===== config.mk =====
export PLATFORM = sky130hd
export DESIGN_NAME = k_encode_logic
export DESIGN_NICKNAME = d
export VERILOG_FILES = /design/src/rtl/k_dsp_pkg.sv /design/src/rtl/k_sync_fifo.sv /design/src/rtl/k_encode_logic.sv
export SDC_FILE = /design/constraint.sdc
export NUM_CORES = 1
export LEC_CHECK = 0
export CAP_MARGIN = 20
export CORE_MARGIN = 4
export CORE_UTILIZATION = 50
export CTS_CLUSTER_DIAMETER = 200
export DETAILED_ROUTE_END_ITERATION = 12
export GPL_ROUTABILITY_DRIVEN = 0
export GPL_TIMING_DRIVEN = 0
export PLACE_DENSITY = 0.88
export SETUP_SLACK_MARGIN = 0.2
export SYNTH_ARGS = -nofsm -noshare
export SYNTH_HDL_FRONTEND = slang
export SYNTH_HIERARCHICAL = 1
export SYNTH_SLANG_ARGS = --single-unit

===== constraint.sdc =====
create_clock -name clk -period 4.7 [get_ports clk]
set_clock_uncertainty 0.2 [all_clocks]
set_input_delay 0.94 -clock clk [delete_from_list [all_inputs] [get_ports clk]]
set_output_delay 0.94 -clock clk [all_outputs]
set_load 0.02 [all_outputs]

===== src/rtl/k_dsp_pkg.sv =====
// rtl/k_dsp_pkg.sv - shared K_DSP instruction codes, operand table and encode function
package k_dsp_pkg;

  localparam logic [31:0] K_INSTR_NOP = 32'd0;
  localparam logic [31:0] K_INSTR_1   = 32'd1;
  localparam logic [31:0] K_INSTR_2   = 32'd2;
  localparam logic [31:0] K_INSTR_3   = 32'd3;
  localparam logic [31:0] K_INSTR_4   = 32'd4;

  localparam logic [31:0] K_RS1_NOP = 32'd0;
  localparam logic [31:0] K_RS2_NOP = 32'd0;
  localparam logic [31:0] K_RS1_1   = 32'd1;
  localparam logic [31:0] K_RS2_1   = 32'd15;
  localparam logic [31:0] K_RS1_2   = 32'd15;
  localparam logic [31:0] K_RS2_2   = 32'd7;
  localparam logic [31:0] K_RS1_3   = 32'd7;
  localparam logic [31:0] K_RS2_3   = 32'd3;
  localparam logic [31:0] K_RS1_4   = 32'd3;
  localparam logic [31:0] K_RS2_4   = 32'd1;

  localparam int K_ENC_W = 33;

  // Returns {miss, instr}; an unlisted pair encodes as NOP with miss set.
  function automatic logic [K_ENC_W-1:0] k_encode(input logic [31:0] rs1,
                                                  input logic [31:0] rs2);
    logic [K_ENC_W-1:0] r;
    r = {1'b1, K_INSTR_NOP};
    if (rs1 == K_RS1_NOP && rs2 == K_RS2_NOP) r = {1'b0, K_INSTR_NOP};
    if (rs1 == K_RS1_1   && rs2 == K_RS2_1)   r = {1'b0, K_INSTR_1};
    if (rs1 == K_RS1_2   && rs2 == K_RS2_2)   r = {1'b0, K_INSTR_2};
    if (rs1 == K_RS1_3   && rs2 == K_RS2_3)   r = {1'b0, K_INSTR_3};
    if (rs1 == K_RS1_4   && rs2 == K_RS2_4)   r = {1'b0, K_INSTR_4};
    return r;
  endfunction

endpackage


===== src/rtl/k_sync_fifo.sv =====
// rtl/k_sync_fifo.sv - first-word-fall-through synchronous FIFO with occupancy output
module k_sync_fifo #(
  parameter int WIDTH = 33,
  parameter int DEPTH = 4
) (
  input  logic                     clk,
  input  logic                     rst_n,
  input  logic                     push,
  input  logic [WIDTH-1:0]         push_data,
  input  logic                     pop,
  output logic [WIDTH-1:0]         pop_data,
  output logic [$clog2(DEPTH):0]   level,
  output logic                     full,
  output logic                     empty
);

  localparam int AW = $clog2(DEPTH);

  logic [WIDTH-1:0] mem [DEPTH];
  logic [AW-1:0]    wr_ptr;
  logic [AW-1:0]    rd_ptr;
  logic             do_push;
  logic             do_pop;

  assign full     = (level == DEPTH[AW:0]);
  assign empty    = (level == '0);
  assign do_push  = push && !full;
  assign do_pop   = pop && !empty;
  // Storage is not reset, so the head is masked to zero while empty.
  assign pop_data = empty ? '0 : mem[rd_ptr];

  always_ff @(posedge clk) begin
    if (do_push) mem[wr_ptr] <= push_data;
  end

  always_ff @(posedge clk or negedge rst_n) begin
    if (!rst_n) begin
      wr_ptr <= '0;
      rd_ptr <= '0;
      level  <= '0;
    end else begin
      if (do_push) wr_ptr <= wr_ptr + 1'b1;
      if (do_pop)  rd_ptr <= rd_ptr + 1'b1;
      if (do_push && !do_pop)      level <= level + 1'b1;
      else if (do_pop && !do_push) level <= level - 1'b1;
    end
  end

endmodule


===== src/rtl/k_encode_logic.sv =====
// rtl/k_encode_logic.sv - operand-pair to K_DSP instruction encoder with output FIFO and miss counter
module k_encode_logic
  import k_dsp_pkg::*;
#(
  parameter int DEPTH = 4,
  parameter int CNT_W = 16
) (
  input  logic                     clk,
  input  logic                     rst_n,
  input  logic                     in_valid,
  output logic                     in_ready,
  input  logic [31:0]              in_rs1,
  input  logic [31:0]              in_rs2,
  output logic                     out_valid,
  input  logic                     out_ready,
  output logic [31:0]              out_instruction,
  output logic                     out_miss,
  input  logic                     clr_count,
  output logic [CNT_W-1:0]         miss_count,
  output logic [$clog2(DEPTH):0]   level
);

  logic               accept;
  logic               pop;
  logic               fifo_full;
  logic               fifo_empty;
  logic [K_ENC_W-1:0] enc;
  logic [K_ENC_W-1:0] head;

  assign enc       = k_encode(in_rs1, in_rs2);
  // Handshake outputs depend only on registered occupancy.
  assign in_ready  = !fifo_full;
  assign out_valid = !fifo_empty;
  assign accept    = in_valid && in_ready;
  assign pop       = out_valid && out_ready;

  assign out_miss        = head[K_ENC_W-1];
  assign out_instruction = head[31:0];

  k_sync_fifo #(
    .WIDTH (K_ENC_W),
    .DEPTH (DEPTH)
  ) u_fifo (
    .clk       (clk),
    .rst_n     (rst_n),
    .push      (accept),
    .push_data (enc),
    .pop       (pop),
    .pop_data  (head),
    .level     (level),
    .full      (fifo_full),
    .empty     (fifo_empty)
  );

  always_ff @(posedge clk or negedge rst_n) begin
    if (!rst_n) begin
      miss_count <= '0;
    end else if (clr_count) begin
      miss_count <= '0;
    end else if (accept && enc[K_ENC_W-1] && !(&miss_count)) begin
      miss_count <= miss_count + 1'b1;
    end
  end

endmodule


==> results of run 1 <==
## final timing paths
check / startpoint / endpoint / slack (ns) / cells past startpoint
worst min-delay path: u_fifo/level[2]$_DFFE_PN0P_ / u_fifo/level[2]$_DFFE_PN0P_ / 0.37 / 1
min in group asynchronous: rst_n / miss_count[10]$_DFFE_PN0P_ / 0.56 / 1
max in group asynchronous: rst_n / miss_count[13]$_DFFE_PN0P_ / 3.35 / 2
worst max register to register: u_fifo/level[1]$_DFFE_PN0P_ / u_fifo/level[2]$_DFFE_PN0P_ / 1.52 / 10
worst max-delay path: u_fifo/level[1]$_DFFE_PN0P_ / out_instruction[30] / 0.85 / 4
worst min register to register: u_fifo/level[2]$_DFFE_PN0P_ / u_fifo/level[2]$_DFFE_PN0P_ / 0.37 / 1
## per-stage QoR
| stage | hold slack, ns | power (uW) | utilization | setup slack, ns | cell area [um2] |
|---|---|---|---|---|---|
| after floorplan | 0.312 | 3130 | - | 1.80 | 7080 |
| after global placement | 0.322 | 3880 | 0.664 | 0.874 | 8520 |
| after detailed placement | 0.358 | 3960 | 0.664 | 1.03 | 8520 |
| after CTS | 0.371 | 5190 | 0.705 | 0.777 | 9050 |
| after global routing | 0.387 | 5390 | 0.708 | 0.633 | 9070 |
| final | 0.373 | 5140 | 0.708 | 0.847 | 9070 |
## routing by layer
metal / vias up / track usage
met2: 129 / 0.344
li1: 1896 / -
met3: 19 / 0.0558
met5: - / 0
met1: 2036 / 0.223
met4: 0 / 0.0630
## power by group through the flow
stage	Clock, uW	Sequential (uW)	Combinational [uW]
finish	1210	1890	2040
global route	1300	1920	2170
CTS	1230	1900	2070
detailed placement	0	1920	2040
global placement	0	1900	1980
floorplan	0	1910	1230
## kinds of logic (layout without fill, tap and decap cells)
| family | Yosys count | after routing | synth area share |
|---|---|---|---|
| AOI/OAI and AO/OA | 16 | 16 | 0.0207 |
| xor gates and xnor gates | 13 | 13 | 0.0171 |
| adders and majority gates | 7 | 7 | 0.0143 |
| buffers and inverters | 26 | 181 | 0.0228 |
| DFF | 155 | 155 | 0.683 |
| muxes | 43 | 43 | 0.129 |
| other | 1 | 116 | 0.000564 |
| and+or+nand+nor | 123 | 123 | 0.113 |
## worst max-delay path, cell delays in order, from the launching register on
cell             delay [ns]
dfrtp_1                0.46
nor3_2                 0.59
clkbuf_1               0.50
nor2b_1                0.16
clkdlybuf4s50_1        0.57
## synth_stat cells (all sizes together) (2+ instances only)
library cell | n | area (um2)
mux4 | 33 | 743
nor4 | 16 | 121
mux2i | 2 | 20.0
and4 | 4 | 37.5
buf | 11 | 95.1
dfrtp | 23 | 576
xor2 | 3 | 26.3
a211oi | 4 | 30.0
and2 | 5 | 31.3
nand2 | 7 | 26.3
ha | 6 | 75.1
xnor2 | 10 | 87.6
and3 | 6 | 38.8
clkbuf | 6 | 22.5
nand2b | 2 | 12.5
nor2b | 38 | 238
and2b | 4 | 30.0
inv | 9 | 33.8
nor2 | 18 | 67.6
mux2 | 8 | 93.8
nand3 | 8 | 40.0
edfxtp | 132 | 3960
nor3 | 2 | 15.0
a21oi | 4 | 35.0
a31o | 4 | 35.0
nand4 | 10 | 62.6
## final cells by class
| class | count | share of cell area |
|---|---|---|
| flip-flops and latches | 155 | 0.500 |
| multi-input cells | 318 | 0.264 |
| repair buffers | 123 | 0.138 |
| clock buffers | 30 | 0.0567 |
| well taps | 172 | 0.0237 |
| plain buffers | 17 | 0.0130 |
| inverters | 9 | 0.00372 |
| clock inverters | 2 | 0.00110 |
## sequential cells by signal, indices dropped and copies added, names as in the netlist
register / cells
miss_count: 16
u_fifo/rd_ptr: 2
u_fifo/wr_ptr: 2
u_fifo/mem: 132
u_fifo/level: 3
==> results.md, run 1 <==
Synthesis:
- Of the synthesized area, sequential elements account for 0.683.
- In the synthesized netlist, the number of instances is ~380.
- The distinct cell type count after synthesis is 47.
- For this run, the number of Yosys warnings is 6.
- The mapped netlist covers between 0.006 and 0.007 mm2.
- The synthesized design contains around 130 enable-type register cells.
- A synthesized cell averages 17.3 um2.
- Counting flops with an async set or reset pin after synthesis yields a share of 0.148.
- The number of flip-flops and latches in the synthesized netlist is approximately 160.
- The most frequently used flop master after synthesis is edfxtp_1.

Layout:
- The growth of design area from synthesis to finish is 36.5%.
- The library cell used most frequently in the layout, excluding fill and tap cells, is edfxtp_1.
- The top cell types in the final layout, fill and taps aside, are edfxtp_1 (132), clkdlybuf4s50_1 (122), conb_1 (116).
- The storage element area is approximately 0.0045 mm2.
- The number of inserted diodes is 0.
- In the final layout, the multi-input gates occupy 0.00239 mm2.
- The fraction of final layout cells sized beyond drive strength 1 is 0.139.
- Fill cells in the final layout number 814.
- Excluding fillers, the count of instances in the completed layout stands at about 830.
- At the end of the flow, the number of nets in the layout was about 700.

Routing:
- The final wirelength is around 14,000 um.
- The highest routed metal layer is met4.
- The number of vias in the routed layout is 4,080.
- Dividing the detail-routed wire length by the instance count gives approximately 16 um.
- The met1 layer wirelength in the final routing is 5260 um.
- After detailed routing, the number of vias per cell comes to 4.94.
- The number of iterations in the first detailed-routing pass is 5.
- The routed wire length on met2 is 7420 um.
- In the routed design, unresolved DRC markers number 0.
- After detailed routing, the met3 layer carries roughly 700 um of wire.
- The post-detailed-route count of antenna-violating nets is 0.
- The iteration-0 DRC count of the detailed router is roughly 340.

Critical path:
- The endpoint kind of the worst setup timing path is an output pin.
- The data arrival time of the worst path is between 2 and 3 ns.
- STA puts the critical path data required time at between 3 and 4 ns.
- The worst setup path is launched from a register.
- The critical-path maximum fanout is 11.
- The critical setup path kind is reg -> out.

CTS:
- The number of buffers added to fix hold violations after cts is 0.
- The post-CTS clock slew at the launch and capture registers of the worst setup and hold paths is ~0.06 ns.
- Clock tree synthesis found a total of approximately 160 sinks.
- The number of buffers created by CTS is 17.
- The later pin in the worst-skew pair is clocked with a latency of about 0.42 ns.
- The root buffer cell chosen for the clock tree is clkbuf_16.
- After clock tree synthesis, the repair step resized 0 gates.
- The H-tree was split into 4 levels.
- The total setup buffers inserted after CTS is 0.
- TritonCTS built the clock tree.
- The longest clock path from root to sink contains 2 buffers.

Global route:
- The number of global-route vias before repair is 4,489.
- The overall track demand over capacity in global routing is 0.192.
- The total overflow left after global routing is 0.
- The initial antenna violation count is 0.
- The pin count of the biggest net entering global routing is 34.
- The first global-routing pass estimated around 22,000 um of wire.

Timing:
- For the final routed database, the setup TNS stands at 0 ns.
- The routed design could run at a clock period as short as 3.85 ns.
- The final-report hold violation count came to 0.
- The number of pins exceeding their max-slew limit in the final report is 0.
- The top achievable clock speed is roughly 0.26 GHz.
- Setup repair after global routing left no endpoint under its margin.
- The number of setup violations in the final report is 0.
- The final period utilization is 0.820.
- The worst pin sits at a relative slew slack of 0.393.
- At the pin with the least slew margin, the transition time is 0.911 ns.

Placed design:
- Summed over all nets, the half-perimeter wirelength after detailed placement is 9180 um.
- The count of buffers added on input and output ports is 122.
- The number of placed instances, taps included, is 793.

Power and ir drop:
- The share of total power dissipated in combinational logic is 0.396.
- The power per cell area is between 500 and 600 mW/mm2.
- Cell internal power was estimated by the tool at ~3500 uW.
- Of the total power, the share spent switching nets is 0.312.
- The share of total power dissipated in the clock network is 0.235.
- The worst voltage drop across the vdd grid is between 0.2 and 0.3 mV.
- The part of the power in registers is 0.369.
- The net switching power is roughly 1600 uW.
- For this design the static power due to leakage is ~0.0034 uW.

Die:
- The die is around 120 um tall.
- In this run the standard cell core region covers between 0.01 and 0.015 mm2.
- approximately 120 I/O pins were placed.
- The number of placement rows is 41.
- The width of the die is ~120 um.
- The initial cell density of the core is 0.518.
- The floorplan step defined a die boundary enclosing 0.0152 mm2.

Run:
- The number of maximum-capacitance violations is 0.

Worst hold path:
- The min-delay analysis places its worst path in the category reg -> reg.

Status:
- The flow ran to the end, and the final reports show no timing, DRC or antenna violations.
Power figures use the tool's default switching activity.
==> run 2, diff against run 1 <==
==> constraint.sdc (replaced) <==
create_clock -name clk -period 3.55 [get_ports clk]
set_clock_uncertainty 0.2 [all_clocks]
set_input_delay 0.71 -clock clk [delete_from_list [all_inputs] [get_ports clk]]
set_output_delay 0.71 -clock clk [all_outputs]
set_load 0.02 [all_outputs]
==> results.md, run 2 (synthesis gave the netlist of run 1 again) <==
Critical path:
- The critical path launch point type is a register.
- The register-to-register path setup slack is 0.87 ns (-0.65 ns).
- The critical setup path kind is reg -> out.
- The data arrival time of the worst path is 2.34 ns (-0.37 ns).
- The critical-path maximum fanout was 10 (-1).
- STA classifies the critical path endpoint as an output pin.
- The data required time of the worst path came to 2.64 ns (-0.92 ns).

Global route:
- The pin count of the biggest net entering global routing was 34 (unchanged).
- The overall track demand over capacity in global routing is 0.193 (+0.000200).
- The number of global-route vias before repair was 4,488 (-0.022%).
- The aggregate global routing overflow is 0 (unchanged).
- The wire length of the first global-routing pass is 21,700 um (about the same).
- The initial antenna violation count is 0 (unchanged).

Run:
- The number of maximum-capacitance violations is 0 (unchanged).

Timing:
- The number of setup violations in the final report is 0 (unchanged).
- The worst hold slack is 0.334 ns (-0.0394 ns).
- The final period utilization is 0.916.
- The number of pins exceeding their max-slew limit in the final report was 0 (unchanged).
- The worst relative slew slack is 0.389 (-0.00401).
- Timing would allow up to 0.308 GHz.
- The clock period could shrink to roughly 3.3 ns.
- The total negative slack for setup checks is 0 ns (unchanged).
- The actual slew at the worst max-slew pin is 0.917 ns (+0.00601 ns).
- The final-report hold violation count is 0 (unchanged).
- Setup repair after global routing left no endpoint under its margin.

Layout:
- The non-filler instance count after layout is 828 (+0.24%).
- The number of inserted filler cells in the final layout is 795 (-2.3%).
- The register name with the most flops is u_fifo/mem.
- Leaving out fill and tap cells, the most frequent cell in the layout is edfxtp_1.
- The largest registers in the layout are u_fifo/mem x132, miss_count x16, u_fifo/level x3.
- The top cell types in the final layout, fill and taps aside, are edfxtp_1 (132), conb_1 (116), clkdlybuf4s50_1 (105).
- The multi-input combinational cell area is 0.00240 mm2 (+0.26%).
- The final-stage net count is 719 (+0.28%).
- The number of inserted diodes was 0 (unchanged).
- The fraction of final layout cells sized beyond drive strength 1 is 0.146 (+0.00720).
- The storage element area is 0.00454 mm2 (unchanged).
- Relative to the synthesized area, the layout overhead comes to 37.5%.
- The number of flip-flops under the largest register name was 132 (unchanged).

CTS:
- TritonCTS built the clock tree.
- The post-CTS clock slew at the launch and capture registers of the worst setup and hold paths is 0.06 ns (about the same).
- The count of clock tree sinks is 155 (unchanged).
- The number of buffers added to fix hold violations after cts is 0 (unchanged).
- The maximum clock insertion buffer count is 2 (unchanged).
- The level count of the clock H-tree is 4 (unchanged).
- The number of buffers created by CTS is 17 (unchanged).
- The clock root buffer is clkbuf_16.
- The clock insertion delay at the later pin of the skew report is 0.41 ns (about the same).

Die:
- The number of placement rows is 41 (unchanged).
- The top-level port count was 123 (unchanged).
- The vertical die dimension is 123 um (unchanged).
- The initial cell density of the core was 0.518 (unchanged).
- The width of the die is 123 um (unchanged).
- The core footprint came to 0.0128 mm2 (unchanged).
- The area of the die is 0.0152 mm2 (unchanged).

Routing:
- The number of vias in the routed layout is 4,080 (unchanged).
- The wire length per cell after detailed routing is 16.6 um (+0.99%).
- The post-detailed-route count of antenna-violating nets is 0 (unchanged).
- The average via count per standard cell came to 4.93 (-0.24%).
- The iteration-0 DRC count of the detailed router is 332 (-1.2%).
- The number of DRC violations after detailed routing is 0 (unchanged).
- The final wirelength is 13,800 um (+1.2%).
- The number of iterations in the first detailed-routing pass is 5 (unchanged).

Power and ir drop:
- The static leakage power is 0.00355 uW (+6.0%).
- The power per cell area is 745 mW/mm2 (+31%).
- The worst voltage drop across the vdd grid is 0.356 mV (+32%).

Status:
- The flow ran to the end, and the final reports show no timing, DRC or antenna violations.

Placed design:
- The number of placed instances with taps included came to 793 (unchanged).
- The detailed placer's ending HPWL is 9180 um (unchanged).
- The number of buffers inserted by port buffering is 122 (unchanged).

Worst hold path:
- The worst hold path belongs to the class in -> async.
run 2: area by class of cell:
cell class                 instances  area share
sequential                       155       0.497
multi-input combinational        318       0.263
timing repair buffer             125       0.143
clock buffer                      30      0.0563
tap                              172      0.0235
buffer                            17      0.0133
inverter                           9     0.00370
clock inverter                     2     0.00109
run 2: worst paths after layout:
kind | startpoint | to | cells past startpoint
max | u_fifo/rd_ptr[0]$_DFFE_PN0P_ | out_instruction[27] | 5
min | rst_n | miss_count[10]$_DFFE_PN0P_ | 1
max reg2reg | u_fifo/level[1]$_DFFE_PN0P_ | u_fifo/level[2]$_DFFE_PN0P_ | 11
min reg2reg | u_fifo/wr_ptr[1]$_DFFE_PN0P_ | u_fifo/wr_ptr[1]$_DFFE_PN0P_ | 1
max in group asynchronous | rst_n | u_fifo/rd_ptr[1]$_DFFE_PN0P_ | 2
min in group clk | u_fifo/wr_ptr[1]$_DFFE_PN0P_ | u_fifo/wr_ptr[1]$_DFFE_PN0P_ | 1
run 2: per-stage QoR:
stage	setup slack (ns)	util	total power [uW]	cell area (um2)
2_1_floorplan	0.883	-	4150	7080
3_3_place_gp	-0.0455	0.664	5140	8520
3_5_place_dp	0.115	0.664	5240	8520
4_1_cts	0.210	0.706	6890	9060
5_1_grt	0.203	0.713	7130	9140
6_report	0.300	0.713	6810	9140
run 2: what timing repair did:
action,in CTS,in global routing
resized for setup,4,17
setup buffers,0,2
pin swaps,0,1
setup endpoints to repair,30,23
run 2: critical path, stage by stage, from the launching register on:
cell and delay, ns:
dfrtp_1 0.35, buf_6 0.18, buf_6 0.20, mux4_2 0.50
nor2b_1 0.14, clkdlybuf4s50_1 0.55
run 2: report_power, final:
group | leakage [uW] | internal [uW] | switching [uW]
combinational | 0.00179 | 1320 | 1370
sequential | 0.00151 | 2380 | 133
clock | 0.000257 | 967 | 634
total | 0.00355 | 4670 | 2140
run 2: layer usage:
metal  part of all wire  vias to the layer above  global-route usage  wire [um]
li1                   -                     1907                   -          -
met2               0.54                      145               0.345       7480
met5                  0                        -                   0          0
met4              0.018                        0              0.0630        244
met1               0.38                     2008               0.222       5190
met3              0.063                       20              0.0558        868
==> run 3, diff against run 2 <==
--- a/config.mk
+++ b/config.mk
@@ -6,13 +6,15 @@
 export NUM_CORES = 1
 export LEC_CHECK = 0
 export CAP_MARGIN = 20
+export CELL_PAD_IN_SITES_DETAIL_PLACEMENT = 0
+export CELL_PAD_IN_SITES_GLOBAL_PLACEMENT = 2
 export CORE_MARGIN = 4
-export CORE_UTILIZATION = 50
+export CORE_UTILIZATION = 40
 export CTS_CLUSTER_DIAMETER = 200
 export DETAILED_ROUTE_END_ITERATION = 12
 export GPL_ROUTABILITY_DRIVEN = 0
 export GPL_TIMING_DRIVEN = 0
-export PLACE_DENSITY = 0.88
+export PLACE_DENSITY = 0.95
 export SETUP_SLACK_MARGIN = 0.2
 export SYNTH_ARGS = -nofsm -noshare
 export SYNTH_HDL_FRONTEND = slang
==> results.md, run 3 (synthesis gave the netlist of run 1 again) <==
CTS:
- The root buffer cell chosen for the clock tree is clkbuf_16.
- TritonCTS built the clock tree.
- The post-CTS clock slew at the launch and capture registers of the worst setup and hold paths is 0.06 ns (about the same).
- The number of buffers added to fix hold violations after cts came to 0 (unchanged).
- The level count of the clock H-tree is 4 (unchanged).
- The maximum clock insertion buffer count is 2 (unchanged).
- The count of clock tree sinks is 155 (unchanged).
- The clock insertion delay at the later pin of the skew report is 0.41 ns (about the same).
- The number of buffers created by CTS is 17 (unchanged).

Layout:
- The multi-input combinational cell area came to 0.00240 mm2 (unchanged).
- The utilization after layout is 0.575 (-0.138).
- Relative to the synthesized area, the layout overhead comes to 38.9%.
- The number of flip-flops under the largest register name is 132 (unchanged).
- The library cells used most frequently in the layout, excluding fill and tap cells, are edfxtp_1 (132), conb_1 (116), clkdlybuf4s50_1 (114).
- The library cell used most frequently in the layout, excluding fill and tap cells, is edfxtp_1.
- The number of inserted diodes was 0 (unchanged).
- The largest registers in the layout are u_fifo/mem x132, miss_count x16, u_fifo/level x3.
- Ranked by flip-flop count, first place goes to u_fifo/mem.
- The cell area after layout is 0.00924 mm2 (+1.0%).
- The storage element area was 0.00454 mm2 (unchanged).
- The number of inserted filler cells in the final layout came to 1,227 (+54%).
- The final-stage net count is 723 (+0.56%).
- The fraction of final layout cells sized beyond drive strength 1 was 0.155 (+0.00844).

Routing:
- The number of iterations in the first detailed-routing pass is 4 (-1).
- The wire length per cell after detailed routing came to 15.0 um (-10%).
- The average via count per standard cell was 4.62 (-6.2%).
- The final wirelength is 13,100 um (-4.9%).
- The post-detailed-route count of antenna-violating nets is 0 (unchanged).
- The number of vias in the routed layout came to 4,046 (-0.83%).
- The iteration-0 DRC count of the detailed router came to 202 (-39%).
- The number of DRC violations after detailed routing came to 0 (unchanged).

Timing:
- The minimum setup slack in the final design is 0.314 ns (+0.0145 ns).
- The worst relative slew slack is 0.392 (+0.00347).
- The actual slew at the worst max-slew pin came to 0.912 ns (-0.00521 ns).
- The number of setup violations in the final report came to 0 (unchanged).
- The final-report hold violation count is 0 (unchanged).
- The total negative slack for setup checks is 0 ns (unchanged).
- The number of pins exceeding their max-slew limit in the final report came to 0 (unchanged).
- The top achievable clock speed was 0.309 GHz (+0.45%).
- Setup repair after global routing left no endpoint under its margin.
- The final period utilization is 0.911 (-0.00408).
- The post-route minimum period is 3.24 ns (-0.0145 ns).

Die:
- The top-level port count is 123 (unchanged).
- The vertical die dimension is 137 um (+11%).
- The core footprint was 0.0161 mm2 (+25%).
- The width of the die is 137 um (+11%).
- The area of the die came to 0.0187 mm2 (+23%).
- The number of placement rows was 46 (+12%).
- The initial cell density of the core is 0.414 (-0.104).

Global route:
- The overall track demand over capacity in global routing is 0.151 (-0.0418).
- The number of global-route vias before repair came to 4,384 (-2.3%).
- The pin count of the biggest net entering global routing is 34 (unchanged).
- The aggregate global routing overflow is 0 (unchanged).
- The initial antenna violation count is 0 (unchanged).
- The wire length of the first global-routing pass is 21,300 um (-2.2%).

Critical path:
- The data arrival time of the worst path is 2.33 ns (about the same).
- The stage delay of the slowest cell on the critical path came to 0.54 ns (about the same).
- The most frequent cell on the critical path is buf_6.
- In this design, the largest share of critical-path delay is due to buffers and inverters.
- The slowest library cell on the worst path is clkdlybuf4s50_1.
- The data required time of the worst path is 2.64 ns (about the same).
- STA classifies the critical path endpoint as an output pin.
- The number of buffer and inverter instances along the worst setup path is 3 (unchanged).
- The critical path goes through buf_6 > buf_6 > mux4_2 > nor2b_1 > clkdlybuf4s50_1.
- The critical-path maximum fanout is 10 (unchanged).
- The critical path launch point type is a register.
- The setup path with the least slack is of type reg -> out.

Run:
- The number of maximum-capacitance violations is 0 (unchanged).

Placed design:
- The placement-stage cell area is 0.00864 mm2 (+1.4%).
- The number of buffers inserted by port buffering is 122 (unchanged).
- The detailed placer's ending HPWL is 9240 um (+0.58%).
- The pre-CTS worst setup slack is 0.170 ns (+0.0556 ns).

Worst hold path:
- The min-delay analysis places its worst path in the category reg -> reg.

Power and ir drop:
- The static leakage power was 0.00348 uW (-1.9%).
- The power per cell area is 733 mW/mm2 (-1.6%).
- The worst voltage drop across the vdd grid is 0.483 mV (+36%).
- The total chip power came to 6770 uW (-0.54%).

Status:
- The run finished with clean final reports.
[run 3: final timing paths]
check / depth (start not counted) / slack, ns / endpoint / from
min reg2reg: 1 / 0.36 / u_fifo/wr_ptr[1]$_DFFE_PN0P_ / u_fifo/wr_ptr[1]$_DFFE_PN0P_
max in group asynchronous: 2 / 2.37 / miss_count[3]$_DFFE_PN0P_ / rst_n
max reg2reg: 11 / 0.84 / u_fifo/level[2]$_DFFE_PN0P_ / u_fifo/level[1]$_DFFE_PN0P_
min in group asynchronous: 1 / 0.37 / miss_count[10]$_DFFE_PN0P_ / rst_n
min: 1 / 0.36 / u_fifo/wr_ptr[1]$_DFFE_PN0P_ / u_fifo/wr_ptr[1]$_DFFE_PN0P_
max: 5 / 0.31 / out_instruction[24] / u_fifo/rd_ptr[0]$_DFFE_PN0P_
[run 3: cell type report]
type,instances,share of cell area
Timing Repair Buffer,129,0.147
Buffer,17,0.0134
Clock inverter,12,0.00826
Inverter,9,0.00366
Tap cell,216,0.0293
Clock buffer,19,0.0469
Multi-Input combinational cell,318,0.260
Sequential cell,155,0.491
[run 3: worst register-to-register path, cell delays in order (launching register included)]
cell and delay (ns):
dfrtp_1 0.48, nor3_4 0.24, buf_4 0.16, clkbuf_2 0.27
nor2b_1 0.11, nand2b_1 0.12, ha_1 0.20, inv_1 0.06
fa_1 0.37, xor2_1 0.15, nor2_1 0.12, xor2_1 0.16
[run 3: per-stage QoR]
stage	hold WS (ns)	instances
finish	0.365	875
global route	0.359	875
CTS	0.372	874
global placement	0.324	837
floorplan	0.214	499
detailed placement	0.345	840
[run 3: per-layer routing]
metal / part of all wire / wire length (um) / vias to the layer above / GRT usage
met4: 0.013 / 167 / 0 / 0.0527
met3: 0.071 / 928 / 15 / 0.0482
met5: 0 / 0 / - / 0
li1: - / - / 1921 / -
met1: 0.40 / 5250 / 1967 / 0.173
met2: 0.52 / 6760 / 143 / 0.265
[run 3: what timing repair did]
action	in CTS	in global routing
pin swaps	1	0
endpoints found under the setup margin	30	12
gates resized for setup	3	11
gates cloned	0	0
setup buffers	3	0
[run 3: power breakdown]
group / switching, uW / internal, uW / total [uW]
registers: 127 / 2370 / 2500
clock network: 675 / 882 / 1560
logic: 1330 / 1380 / 2710
total: 2130 / 4640 / 6770
